## config.mk

```make
export PLATFORM = sky130hd
export DESIGN_NAME = acq_window_sequencer
export DESIGN_NICKNAME = d
export VERILOG_FILES = /design/src/rtl/acq_window_sequencer.sv
export SDC_FILE = /design/constraint.sdc
export NUM_CORES = 1
export LEC_CHECK = 0
export CAP_MARGIN = 20
export CELL_PAD_IN_SITES_DETAIL_PLACEMENT = 1
export CELL_PAD_IN_SITES_GLOBAL_PLACEMENT = 1
export CORE_MARGIN = 5
export CORE_UTILIZATION = 41
export DETAILED_ROUTE_END_ITERATION = 6
export GPL_TIMING_DRIVEN = 1
export PLACE_DENSITY = 0.91
export SLEW_MARGIN = 10
export SYNTH_ARGS = -nofsm -noshare
export SYNTH_HDL_FRONTEND = slang
export SYNTH_SLANG_ARGS = --single-unit
```

## constraint.sdc

```tcl
create_clock -name i_clk -period 3.6 [get_ports i_clk]
set_clock_uncertainty 0.05 [all_clocks]
set_input_delay 0.36 -clock i_clk [delete_from_list [all_inputs] [get_ports i_clk]]
set_output_delay 0.36 -clock i_clk [all_outputs]
set_load 0.01 [all_outputs]
```

## src/rtl/acq_window_sequencer.sv

```systemverilog
// acq_window_sequencer: sequences one acquisition window of the correlator bank.
// Software start -> CLEAR pulse -> ACQ (gated ADC pushes, hit accumulation) ->
// SCAN (hand each hit index to the logger over valid/ready) -> DONE.
// Optional: define FIRST_HIT_EN to build the FIRSTHIT capture register.
module acq_window_sequencer #(
    parameter int unsigned NCORR = 32,
    parameter int unsigned CNT_W = 32,
    parameter logic [31:0] BASE  = 32'hfe00_0110,
    localparam int unsigned IDX_W = $clog2(NCORR)
) (
    input  logic             i_clk,
    input  logic             i_rst,
    input  logic [31:0]      i_addr,
    input  logic [31:0]      i_wdata,
    input  logic             i_write,
    input  logic             i_read,
    output logic [31:0]      o_rdata,
    input  logic             i_push_adc,
    input  logic [NCORR-1:0] i_cseen,
    output logic             o_adc_push_out,
    output logic             o_corr_clr,
    output logic             o_hit_valid,
    output logic [IDX_W-1:0] o_hit_idx,
    input  logic             i_hit_ready,
    output logic             o_busy,
    output logic             o_irq
);

    typedef enum logic [2:0] {
        StIdle  = 3'd0,
        StClear = 3'd1,
        StAcq   = 3'd2,
        StScan  = 3'd3,
        StDone  = 3'd4
    } state_e;

    state_e           r_state;
    logic             r_continuous;
    logic             r_irq_en;
    logic [CNT_W-1:0] r_window;
    logic [CNT_W-1:0] r_win_shadow;
    logic [CNT_W-1:0] r_sample_cnt;
    logic             r_done;
    logic             r_aborted;
    logic [NCORR-1:0] r_hits;
    logic [IDX_W-1:0] r_scan_idx;

    logic        w_wr_ctrl;
    logic        w_wr_window;
    logic        w_wr_status;
    logic        w_start;
    logic        w_abort;
    logic        w_abort_act;
    logic        w_latch;
    logic        w_last_push;
    logic        w_cur_hit;
    logic        w_scan_adv;
    logic        w_scan_end;
    logic [31:0] w_first_hit;

    assign w_wr_ctrl   = i_write && (i_addr == BASE);
    assign w_wr_window = i_write && (i_addr == BASE + 32'd4);
    assign w_wr_status = i_write && (i_addr == BASE + 32'd8);
    assign w_start     = w_wr_ctrl && i_wdata[0];
    assign w_abort     = w_wr_ctrl && i_wdata[1];
    assign w_abort_act = w_abort && (r_state != StIdle);

    // A window latch happens on a start from idle or on a continuous restart from done;
    // abort in the same write always wins, and a zero window never starts.
    assign w_latch = !w_abort && (r_window != '0) &&
                     (((r_state == StIdle) && w_start) || ((r_state == StDone) && r_continuous));

    // win_shadow is never 0 inside a window, so the counter never wraps.
    assign w_last_push = i_push_adc && (r_sample_cnt == r_win_shadow - 1'b1);
    assign w_cur_hit   = r_hits[r_scan_idx];
    assign w_scan_adv  = !w_cur_hit || i_hit_ready;
    assign w_scan_end  = (r_scan_idx == IDX_W'(NCORR - 1));

    // Control registers and window sequencing FSM
    always_ff @(posedge i_clk or negedge i_rst) begin
        if (!i_rst) begin
            r_state      <= StIdle;
            r_continuous <= 1'b0;
            r_irq_en     <= 1'b0;
            r_window     <= '0;
            r_win_shadow <= '0;
            r_sample_cnt <= '0;
            r_done       <= 1'b0;
            r_aborted    <= 1'b0;
            r_hits       <= '0;
            r_scan_idx   <= '0;
        end else begin
            if (w_wr_ctrl) begin
                r_continuous <= i_wdata[2];
                r_irq_en     <= i_wdata[3];
            end
            if (w_wr_window) begin
                r_window <= i_wdata[CNT_W-1:0];
            end
            // Sticky clears come first so a same-cycle set below overrides them.
            if (w_wr_status && i_wdata[8]) begin
                r_done <= 1'b0;
            end
            if (w_wr_status && i_wdata[9]) begin
                r_aborted <= 1'b0;
            end

            if (w_abort_act) begin
                r_state   <= StIdle;
                r_aborted <= 1'b1;
            end else begin
                if (w_latch) begin
                    r_win_shadow <= r_window;
                    r_sample_cnt <= '0;
                    r_hits       <= '0;
                    r_scan_idx   <= '0;
                end
                case (r_state)
                    StIdle: begin
                        if (w_latch) begin
                            r_state <= StClear;
                        end
                    end
                    StClear: r_state <= StAcq;
                    StAcq: begin
                        r_hits <= r_hits | i_cseen;
                        if (i_push_adc) begin
                            r_sample_cnt <= r_sample_cnt + 1'b1;
                            if (w_last_push) begin
                                r_state <= StScan;
                            end
                        end
                    end
                    StScan: begin
                        if (w_scan_adv) begin
                            if (w_scan_end) begin
                                r_state <= StDone;
                            end else begin
                                r_scan_idx <= r_scan_idx + 1'b1;
                            end
                        end
                    end
                    StDone: begin
                        r_done  <= 1'b1;
                        r_state <= w_latch ? StClear : StIdle;
                    end
                    default: r_state <= StIdle;
                endcase
            end
        end
    end

`ifdef FIRST_HIT_EN
    logic [31:0] r_first_hit;
    logic [31:0] w_cnt32;
    logic        w_unused_cnt_msb;

    assign w_cnt32          = 32'(r_sample_cnt);
    assign w_unused_cnt_msb = w_cnt32[31];
    assign w_first_hit      = r_first_hit;

    // Capture the sample count at the first ACQ cycle with any correlator seen; bit31 = valid
    always_ff @(posedge i_clk or negedge i_rst) begin
        if (!i_rst) begin
            r_first_hit <= '0;
        end else if (w_latch) begin
            r_first_hit <= '0;
        end else if ((r_state == StAcq) && !w_abort_act && !r_first_hit[31] && (|i_cseen)) begin
            r_first_hit <= {1'b1, w_cnt32[30:0]};
        end
    end
`else
    assign w_first_hit = '0;
`endif

    assign o_adc_push_out = (r_state == StAcq) && i_push_adc;
    assign o_corr_clr     = (r_state == StClear);
    assign o_hit_valid    = (r_state == StScan) && w_cur_hit;
    assign o_hit_idx      = o_hit_valid ? r_scan_idx : '0;
    assign o_busy         = (r_state != StIdle);
    assign o_irq          = r_done && r_irq_en;

    // Combinational register read mux; zero when not reading or unmapped
    always_comb begin
        o_rdata = '0;
        if (i_read) begin
            case (i_addr)
                BASE:          o_rdata = {28'd0, r_irq_en, r_continuous, 2'b00};
                BASE + 32'd4:  o_rdata = 32'(r_window);
                BASE + 32'd8:  o_rdata = {22'd0, r_aborted, r_done, 5'd0, r_state};
                BASE + 32'hC:  o_rdata = 32'(r_hits);
                BASE + 32'h10: o_rdata = w_first_hit;
                default:       o_rdata = '0;
            endcase
        end
    end

endmodule

```

After elaboration in Yosys (flattened, before gate mapping)
Index checks and enable logic that the tools add are counted.
{"block": "classes", "addsub": 3, "order_cmp": 1, "n_eq_ne": 15, "muxes": 27, "bitwise": 2, "reduce_logical": 28}
{"operator": "$mux W32", "n": 6}
{"operator": "$eq A32 B32 Y1 const B", "n": 4}
{"operator": "$pmux W32 S4", "n": 1}
{"operator": "$add A32 B1 Y32 const B", "n": 1}
{"operator": "$eq A32 B32 Y1", "n": 1}
{"operator": "$or A32 B32 Y32", "n": 1}
{"operator": "$reduce_bool A32 Y1", "n": 1}
{"operator": "$sub A32 B1 Y32 const B", "n": 1}
{"operator": "$mux W5", "n": 5}
{"operator": "$mux W3", "n": 6}
{"operator": "$logic_and A1 B1 Y1", "n": 16}
{"operator": "$ne A3 B3 Y1 const B", "n": 5}
{"operator": "$pmux W3 S5", "n": 1}
{"operator": "$mux W1", "n": 7}
{"operator": "$eq A3 B2 Y1 const B", "n": 2}
{"operator": "$lt A5 B6 Y1 const B", "n": 1}
{"operator": "$add A5 B1 Y5 const B", "n": 1}
{"operator": "$bmux W1 S5", "n": 1}
{"operator": "$eq A5 B5 Y1 const B", "n": 1}
{"operator": "$reduce_and A5 Y1", "n": 1}
{"operator": "$reduce_and A2 Y1", "n": 2}
{"operator": "$reduce_bool A2 Y1", "n": 2}
{"operator": "$eq A3 B1 Y1 const B", "n": 1}
{"operator": "$eq A3 B3 Y1 const B", "n": 1}
{"operator": "5 further kinds", "n": 7}
{"block": "word_totals", "ff_bits": 140, "input_bits": 102, "out_inout_bits": 42, "wordCells": 86}

Longest topological paths before layout
Gate-level depths: netlist (run 1).
{"block": "depth", "word_depth": 10, "depth_mapped": 10, "depth_no_buf": 10}

Worst setup path before layout (run 1)
No wires, ideal clock.
{"block": "synth_timing", "path_type": "register -> register", "start": "reg r_win_shadow[0]", "end": "reg r_state[0]", "setup_time_ps": 68, "arrival_ps": 2739, "t_required_ps": 3482, "path_slack_ps": 743, "path_stages_with_launch": 11, "n_path_buf": 0, "period_less_slack_ps": 2857, "cell_sequence": "dfrtp_1 > inv_1 > ha_1 > nor3b_2 > and3_1 > mux2_1 > mux2_1 > nor4_2 > nand4_1 > o41ai_1 > and4_1"}
{"block": "synth_via", "elab_chain_cells": 5}
{"element": "start, declared", "line": "41", "rtl": "logic [CNT_W-1:0] r_win_shadow;"}
{"element": "start signal, assigned", "line": "113", "rtl": "r_win_shadow <= r_window;"}
{"element": "$sub A32 B1 Y32", "line": "74", "rtl": "assign w_last_push = i_push_adc && (r_sample_cnt == r_win_shadow - 1'b1);"}
{"element": "$eq A32 B32 Y1", "line": "74"}
{"element": "$logic_and A1 B1 Y1", "line": "74"}
{"element": "$ne A3 B3 Y1 (no source line)"}
{"element": "$reduce_and A5 Y1 (no source line)"}
{"element": "end signal, assigned", "line": "82", "rtl": "r_state <= StIdle;"}
{"element": "end signal, assigned", "line": "109", "rtl": "r_state <= StIdle;"}
{"element": "end signal, assigned", "line": "121", "rtl": "r_state <= StClear;"}
{"element": "end, declared", "line": "37", "rtl": "state_e r_state;"}
No other way between the ends.
A chain may end at the register's enable or synchronous reset.

Worst setup path in the final report (run 1)
{"block": "layout_timing", "start": "reg r_scan_idx[0]", "end": "out o_hit_idx[3]"}
{"block": "layout_via", "elab_chain_cells": 4}
{"element": "start, declared", "line": "46", "rtl": "logic [IDX_W-1:0] r_scan_idx;"}
{"element": "start signal, assigned", "line": "139", "rtl": "r_scan_idx <= r_scan_idx + 1'b1;"}
{"element": "$bmux W1 S5", "line": "75", "rtl": "assign w_cur_hit = r_hits[r_scan_idx];"}
{"element": "$mux W1 (implied by the code)", "line": "75"}
{"element": "$logic_and A1 B1 Y1", "line": "178", "rtl": "assign o_hit_valid = (r_state == StScan) && w_cur_hit;"}
{"element": "$mux W5", "line": "179", "rtl": "assign o_hit_idx = o_hit_valid ? r_scan_idx : '0;"}
{"element": "end, declared", "line": "23", "rtl": "output logic [IDX_W-1:0] o_hit_idx,"}
No other way between the ends. The select of a mux whose other input is x is not followed.

==> results.cfg, run 1 <==
[worst_setup_path]
endpoint = o_hit_idx[3]
path_max_fanout = 11
path_cells = buf_4 -> mux2i_1 -> a211oi_1 -> and3_1 -> nor3_2 -> nor3b_4 -> and2_1 -> clkdlybuf4s50_1
r2r_setup_slack_ns = 0.21
end_kind = primary output
critPathLaunchType = flop
crit_start = r_scan_idx[0]
worstPathArrival_ns = 3.09
cp_slowest_stage_delay_ns = 0.58
criticalPathCategory = reg -> out
r2r-end = r_state[0]
reg2reg_depth = 10
slowest_stage = dfrtp_4
required_ns = 3.19
r2r-start = r_win_shadow[0]

[timing]
setup_violations = 0
period_share = 0.972
finalCriticalPeriod_ns = 3.50
maxSlewHeadroom = 0.437
fmax_mhz = 286
finalWorstSetupSlack_ns = 0.101
holdWs_ns = 0.475
worstMarginPinSlew_ns = 0.844
hold_viol_final = 0
slew_viol_final = 0
setup_tns_ns = 0

[floorplanning]
io_pins = 144
die_h_um = 149
die_area_um2 = 22300
core_area_um2 = 19300
die_width_um = 149
rows = 51
initial_core_util = 0.413

[grt]
grtUsageMet3 = 0.0556
grt_max_degree = 89
grt-busiest-layer = met2
overflow = 0
grtUsageMet2 = 0.466
grt_pass1_vias = 8366
globalRouteTotalUtil = 0.279
grtUsageMet1 = 0.353
antenna_found_initial = 0
grt_pass1_wl_mm = 48.4

[routing]
drcViolationCount = 0
drt_iter0_drc = 583
final_antenna_net_count = 0
wl_mm = 30.6
firstDrtPassIters = 7
wire_per_inst_um = 24.7
dr_total_vias = 7604
via_per_inst = 6.15

[pwr]
power_frac_comb = 0.067
power.share.sequential = 0.439
internal_power_uw = 2760
peakVddDrop_v = 0.000330
p_leak_uw = 0.00428
switching_share = 0.250
p_sw_uw = 920
power_frac_clock = 0.493
p_per_area_nw_per_um2 = 353

[synthesis]
ys_seq_area_frac = 0.440
yosysTopAreaCell = dfrtp_1
yosysWarnings = 0
synthMuxAreaShare = 0.125
yosysMostFrequentCell = dfrtp_1
syn_nets = 926
synth_cells = 820
synth-main-ff-cell = dfrtp_1
yosys-top-cells-area = dfrtp_1 (44%), mux2_2 (9.3%), nor2_1 (4.9%)
synth_simple_gate_area_frac = 0.204
synth.distinct_cells = 65
synthTopCellsByCount = dfrtp_1 (140), nor2_1 (105), mux2_2 (66)
synth_area_per_cell_um2 = 9.72
synthAdderAreaFrac = 0.00628
synth-xor-area-share = 0.0495
ys_async_sr_fraction = 1.00
synth-compound-area-share = 0.148
synth_top_family_by_area = simple AND/OR/NAND/NOR gates
ys_seq_elements = 140
synth-edff-count = 0
netlist_area_um2 = 7970
synthDominantCellAreaShare = 0.440

[placement]
gp_congestion = 0.910
place_hpwl_mm = 20.6
dpl.cell_count = 1204
io_buffers = 143
preCtsSetupSlack_ns = 0.171

[clock_tree]
cts_buffers = 17
clock_path_buffers = 2
cts.sinks = 140
path_clk_slew_ns = 0.06
htree_levels = 4
clk_latency_ns = 0.44
clockRootBuffer = clkbuf_16
cts_tree = yes

[cells_and_area]
fin_util = 0.540
drive_gt1_frac = 0.157
nNetsFinal = 1065
multi_input_area_um2 = 4280
area_growth_pct = 30.7
num_antenna_cells = 0
regArea_um2 = 3510
final_cells = 1237
fillerInstances = 2133

[outcome]
status = finished clean

[job]
drv_cap = 0

[hold_path]
hp-class = reg -> reg
==> worst min-delay path by stage <==
stage | cells past startpoint | slack (ns) | to | start
6_report | 2 | 0.47 | r_aborted | r_aborted
5_1_grt | 2 | 0.49 | r_window[7] | i_wdata[7]
4_1_cts | 3 | 0.47 | r_hits[11] | i_cseen[11]
3_5_place_dp | 1 | 0.45 | r_window[7] | i_rst
3_3_place_gp | 1 | 0.44 | r_window[4] | i_rst
2_1_floorplan | 0 | 0.01 | r_aborted | i_rst
==> per-layer routing <==
layer  vias up  part of all wire
li1       3299                 -
met1      3874              0.41
met2       352              0.50
met3        79             0.061
met4         0             0.036
met5         -                 0
==> registers in the layout, indices dropped and copies added, names as in the netlist <==
name,cells
r_aborted,1
r_continuous,1
r_done,1
r_hits,32
r_irq_en,1
r_sample_cnt,32
r_scan_idx,5
r_state,3
r_win_shadow,32
r_window,32
==> logic make-up after synthesis <==
kind of cell	after synthesis
flip-flops	140
buffers and inverters	57
AO/OA/AOI/OAI	190
AND/OR/NAND/NOR	297
multiplexers	87
adder cells (fa/ha/maj)	4
XOR/XNOR	45
==> critical path, delay by kind of cell, from the launching register on <==
family	cells	cell delay, ns
AO/OA/AOI/OAI	1	0.32
buffers and inverters	2	0.74
flip-flops	1	0.58
multiplexers	1	0.20
AND/OR/NAND/NOR	4	0.81
==> cell usage in the layout, fill, tap and decap left out, types with 4 or more instances in the layout <==
master / synthesis / routed
and4_1: 6 / 6
buf_12: 0 / 4
mux2i_1: 16 / 15
inv_1: 11 / 11
o21ai_0: 48 / 48
nand4_1: 19 / 19
nand2_1: 41 / 41
nor2_1: 105 / 105
nor2b_1: 7 / 7
buf_4: 1 / 17
a21oi_1: 59 / 59
nor4_1: 21 / 21
mux2_2: 66 / 66
clkdlybuf4s50_1: 0 / 142
and3_1: 14 / 14
o31ai_1: 4 / 4
and2_1: 14 / 14
a22oi_1: 31 / 31
nor3_2: 5 / 7
clkbuf_16: 0 / 17
ha_1: 4 / 4
nor3b_1: 8 / 7
dfrtp_1: 140 / 138
inv_6: 0 / 5
clkinv_4: 0 / 4
a31o_2: 4 / 4
a31oi_1: 11 / 11
o41ai_1: 4 / 4
nor3_1: 11 / 9
nand3_1: 16 / 16
xnor2_1: 23 / 23
xor2_1: 22 / 22
==> metrics by stage <==
stage	power (uW)	instance area (um^2)
final	3680	10400
after global routing	3780	10400
after CTS	3680	10400
after detailed placement	1890	9780
after global placement	1880	9760
after floorplan	1700	7970
==> power groups by stage <==
stage	Combinational (uW)	Clock (uW)	Sequential, uW
detailed placement	243	0	1650
finish	248	1810	1620
global placement	232	0	1640
floorplan	66.2	0	1640
CTS	249	1820	1620
global route	268	1890	1620
==> what timing repair did <==
item,in CTS,in global routing
hold buffers,1,0
endpoints found under the hold margin,49,0
endpoints found under the setup margin,6,5
resized for setup,4,5
buffers inserted,0,0
cloned,0,0
==> area by class of cell <==
cell class / instances / area share
clock buffer: 18 / 0.0412
clock inverter: 14 / 0.0153
inverter: 11 / 0.00397
multi-input combinational: 623 / 0.411
sequential: 140 / 0.337
tap: 265 / 0.0318
timing repair buffer: 166 / 0.160
No activity file was read; power rests on OpenSTA's default activity.
==> run 2: changes to the inputs <==
--- a/config.mk
+++ b/config.mk
@@ -13,6 +13,7 @@
 export DETAILED_ROUTE_END_ITERATION = 6
 export GPL_TIMING_DRIVEN = 1
 export PLACE_DENSITY = 0.91
+export SETUP_SLACK_MARGIN = 0.02
 export SLEW_MARGIN = 10
 export SYNTH_ARGS = -nofsm -noshare
 export SYNTH_HDL_FRONTEND = slang
==> results of run 2 <==
The final DEF is identical to that of run 1; final timing and power are the same.
==> run 3: changes to the inputs <==
--- a/config.mk
+++ b/config.mk
@@ -9,10 +9,10 @@
 export CELL_PAD_IN_SITES_DETAIL_PLACEMENT = 1
 export CELL_PAD_IN_SITES_GLOBAL_PLACEMENT = 1
 export CORE_MARGIN = 5
-export CORE_UTILIZATION = 41
+export CORE_UTILIZATION = 42
 export DETAILED_ROUTE_END_ITERATION = 6
 export GPL_TIMING_DRIVEN = 1
-export PLACE_DENSITY = 0.91
+export PLACE_DENSITY = 0.93
 export SETUP_SLACK_MARGIN = 0.02
 export SLEW_MARGIN = 10
 export SYNTH_ARGS = -nofsm -noshare
==> constraint.sdc (replaced) <==
create_clock -name i_clk -period 4.17 [get_ports i_clk]
set_clock_uncertainty 0.05 [all_clocks]
set_input_delay 0.417 -clock i_clk [delete_from_list [all_inputs] [get_ports i_clk]]
set_output_delay 0.417 -clock i_clk [all_outputs]
set_load 0.01 [all_outputs]
==> run 3 against run 2 <==
Net effect:
- the flow now finishes with violations (hold timing)
- critical path depth rose by 2
- die area is 2.2% lower
- core utilization up 0.75 points
- routed wire length up 10%
- setup slack improved by 0.10 ns
- critical path type is now in -> out
- global-route usage increased by 3.0 points
- via count increased by 5.1%
- hold slack worse by 0.49 ns
- final cell count decreased by 3.0%
- clock power shrank 15%
- power is 14% lower
==> results.cfg, run 3 (synthesized netlist as in run 1, its figures left out) <==
[floorplanning]
initial_core_util = 0.426
die_width_um = 148
die_h_um = 148
die_area_um2 = 21800
rows = 50
io_pins = 144
core_area_um2 = 18700

[timing]
finalWorstSetupSlack_ns = 0.203
fmax_mhz = 252
finalCriticalPeriod_ns = 3.97
slew_viol_final = 0
hold_viol_final = 27
period_share = 0.951
maxSlewHeadroom = 0.459
setup_violations = 0
holdWs_ns = -0.0121
rsz0062_at_grt = no
worstMarginPinSlew_ns = 0.812
setup_tns_ns = 0

[placement]
placed_cell_area_um2 = 9650
preCtsSetupSlack_ns = 0.428
place_hpwl_mm = 20.7
io_buffers = 143
gp_congestion = 0.898

[worst_setup_path]
end_kind = primary output
cp_slowest_stage_delay_ns = 0.58
cpLargestDelayFamily = buffers and inverters
critPathLaunchType = primary input
required_ns = 3.70
worstPathBufferInverterCount = 4
slowest_stage = clkdlybuf4s50_1
criticalPathCategory = in -> out
path_max_fanout = 26
path_cells = clkdlybuf4s50_1 -> nor4_1 -> nand4_1 -> nor2_1 -> buf_4 -> and2_1 -> buf_4 -> a22oi_1 -> nor2_1 -> clkdlybuf4s50_1
worstPathArrival_ns = 3.50

[clock_tree]
cts.sinks = 140
clk_latency_ns = 0.44
cts_setup_buffers = 0
cts_buffers = 17
cts_tree = yes
clock_path_buffers = 2
htree_levels = 4
hold_buffers = 0
path_clk_slew_ns = 0.07
clockRootBuffer = clkbuf_16

[pwr]
p_per_area_nw_per_um2 = 307
p_leak_uw = 0.00424
peakVddDrop_v = 0.000292
power_uw = 3150

[grt]
grt_pass1_wl_mm = 52.3
globalRouteTotalUtil = 0.309
grt_max_degree = 87
grt_pass1_vias = 8697
grt-busiest-layer = met2
overflow = 0
grtUsageMet1 = 0.373
grtUsageMet3 = 0.0641
antenna_found_initial = 0
grtUsageMet2 = 0.528

[routing]
dr_total_vias = 7995
drcViolationCount = 0
wire_per_inst_um = 28.0
firstDrtPassIters = 5
wl_mm = 33.6
final_antenna_net_count = 0
via_per_inst = 6.66
drt_iter0_drc = 903

[cells_and_area]
mostFrequentLayoutCell = clkdlybuf4s50_1
most-common-layout-cells = clkdlybuf4s50_1 (142), dfrtp_1 (139), nor2_1 (105)
finalInstanceArea_um2 = 10200
regArea_um2 = 3500
multi_input_area_um2 = 4260
drive_gt1_frac = 0.150
nNetsFinal = 1059
num_antenna_cells = 0
fillerInstances = 2016
area_growth_pct = 28.6

[hold_path]
hp-class = in -> async

[job]
drv_cap = 0

[outcome]
status = finished, violations left
violations = hold timing
run 3: changes by cell type in the layout (fill, tap and decap cells not counted), sizes merged:
cell         previous run  this run
buf                    23        18
bufinv                  2         1
clkbuf                 18        17
clkinv                  5         4
clkinvlp                2         0
dlygate4sd3             1         0
inv                    16        21
run 3: final cells by class:
type | instances | share of cell area
clock buffers | 17 | 0.0415
clock inverters | 15 | 0.0147
inverters | 11 | 0.00403
multi-input cells | 623 | 0.416
flip-flops and latches | 140 | 0.342
well taps | 234 | 0.0286
repair buffers | 160 | 0.153
run 3: routing by layer:
layer / share of wire / vias to the layer above
li1: - / 3282
met1: 0.38 / 4068
met2: 0.50 / 497
met3: 0.077 / 148
met4: 0.049 / 0
met5: 0 / -
run 3: path summary, 6_finish.rpt:
check,to,start,slack [ns],cells after the start
setup / recovery,o_rdata[22],i_addr[21],0.20,10
hold / removal,r_sample_cnt[1],i_rst,-0.01,1
setup reg to reg,r_state[0],r_win_shadow[0],0.78,11
hold reg to reg,r_win_shadow[31],r_win_shadow[31],0.50,1
max in group asynchronous,r_scan_idx[0],i_rst,3.09,2
min in group i_clk,r_win_shadow[31],r_win_shadow[31],0.50,1
run 3: metrics by stage:
| stage | hold WS (ns) | instances | utilization |
|---|---|---|---|
| final | -0.0121 | 1200 | 0.548 |
| after global routing | 0.0542 | 1200 | 0.548 |
| after CTS | 0.0234 | 1198 | 0.547 |
| after detailed placement | 0.454 | 1166 | 0.516 |
| after global placement | 0.425 | 1166 | 0.516 |
| after floorplan | 0.0714 | 820 | - |
run 3: power by group:
| part | internal, uW | total [uW] | switching (uW) |
|---|---|---|---|
| Clock | 843 | 1540 | 698 |
| Sequential | 1370 | 1400 | 26.7 |
| Combinational | 115 | 211 | 96.3 |
| Total | 2330 | 3150 | 821 |
run 3: timing repair:
action	in CTS	in global routing
gates cloned	0	0
resized for setup	1	1
endpoints found under the setup margin	6	5
pin swaps	0	0
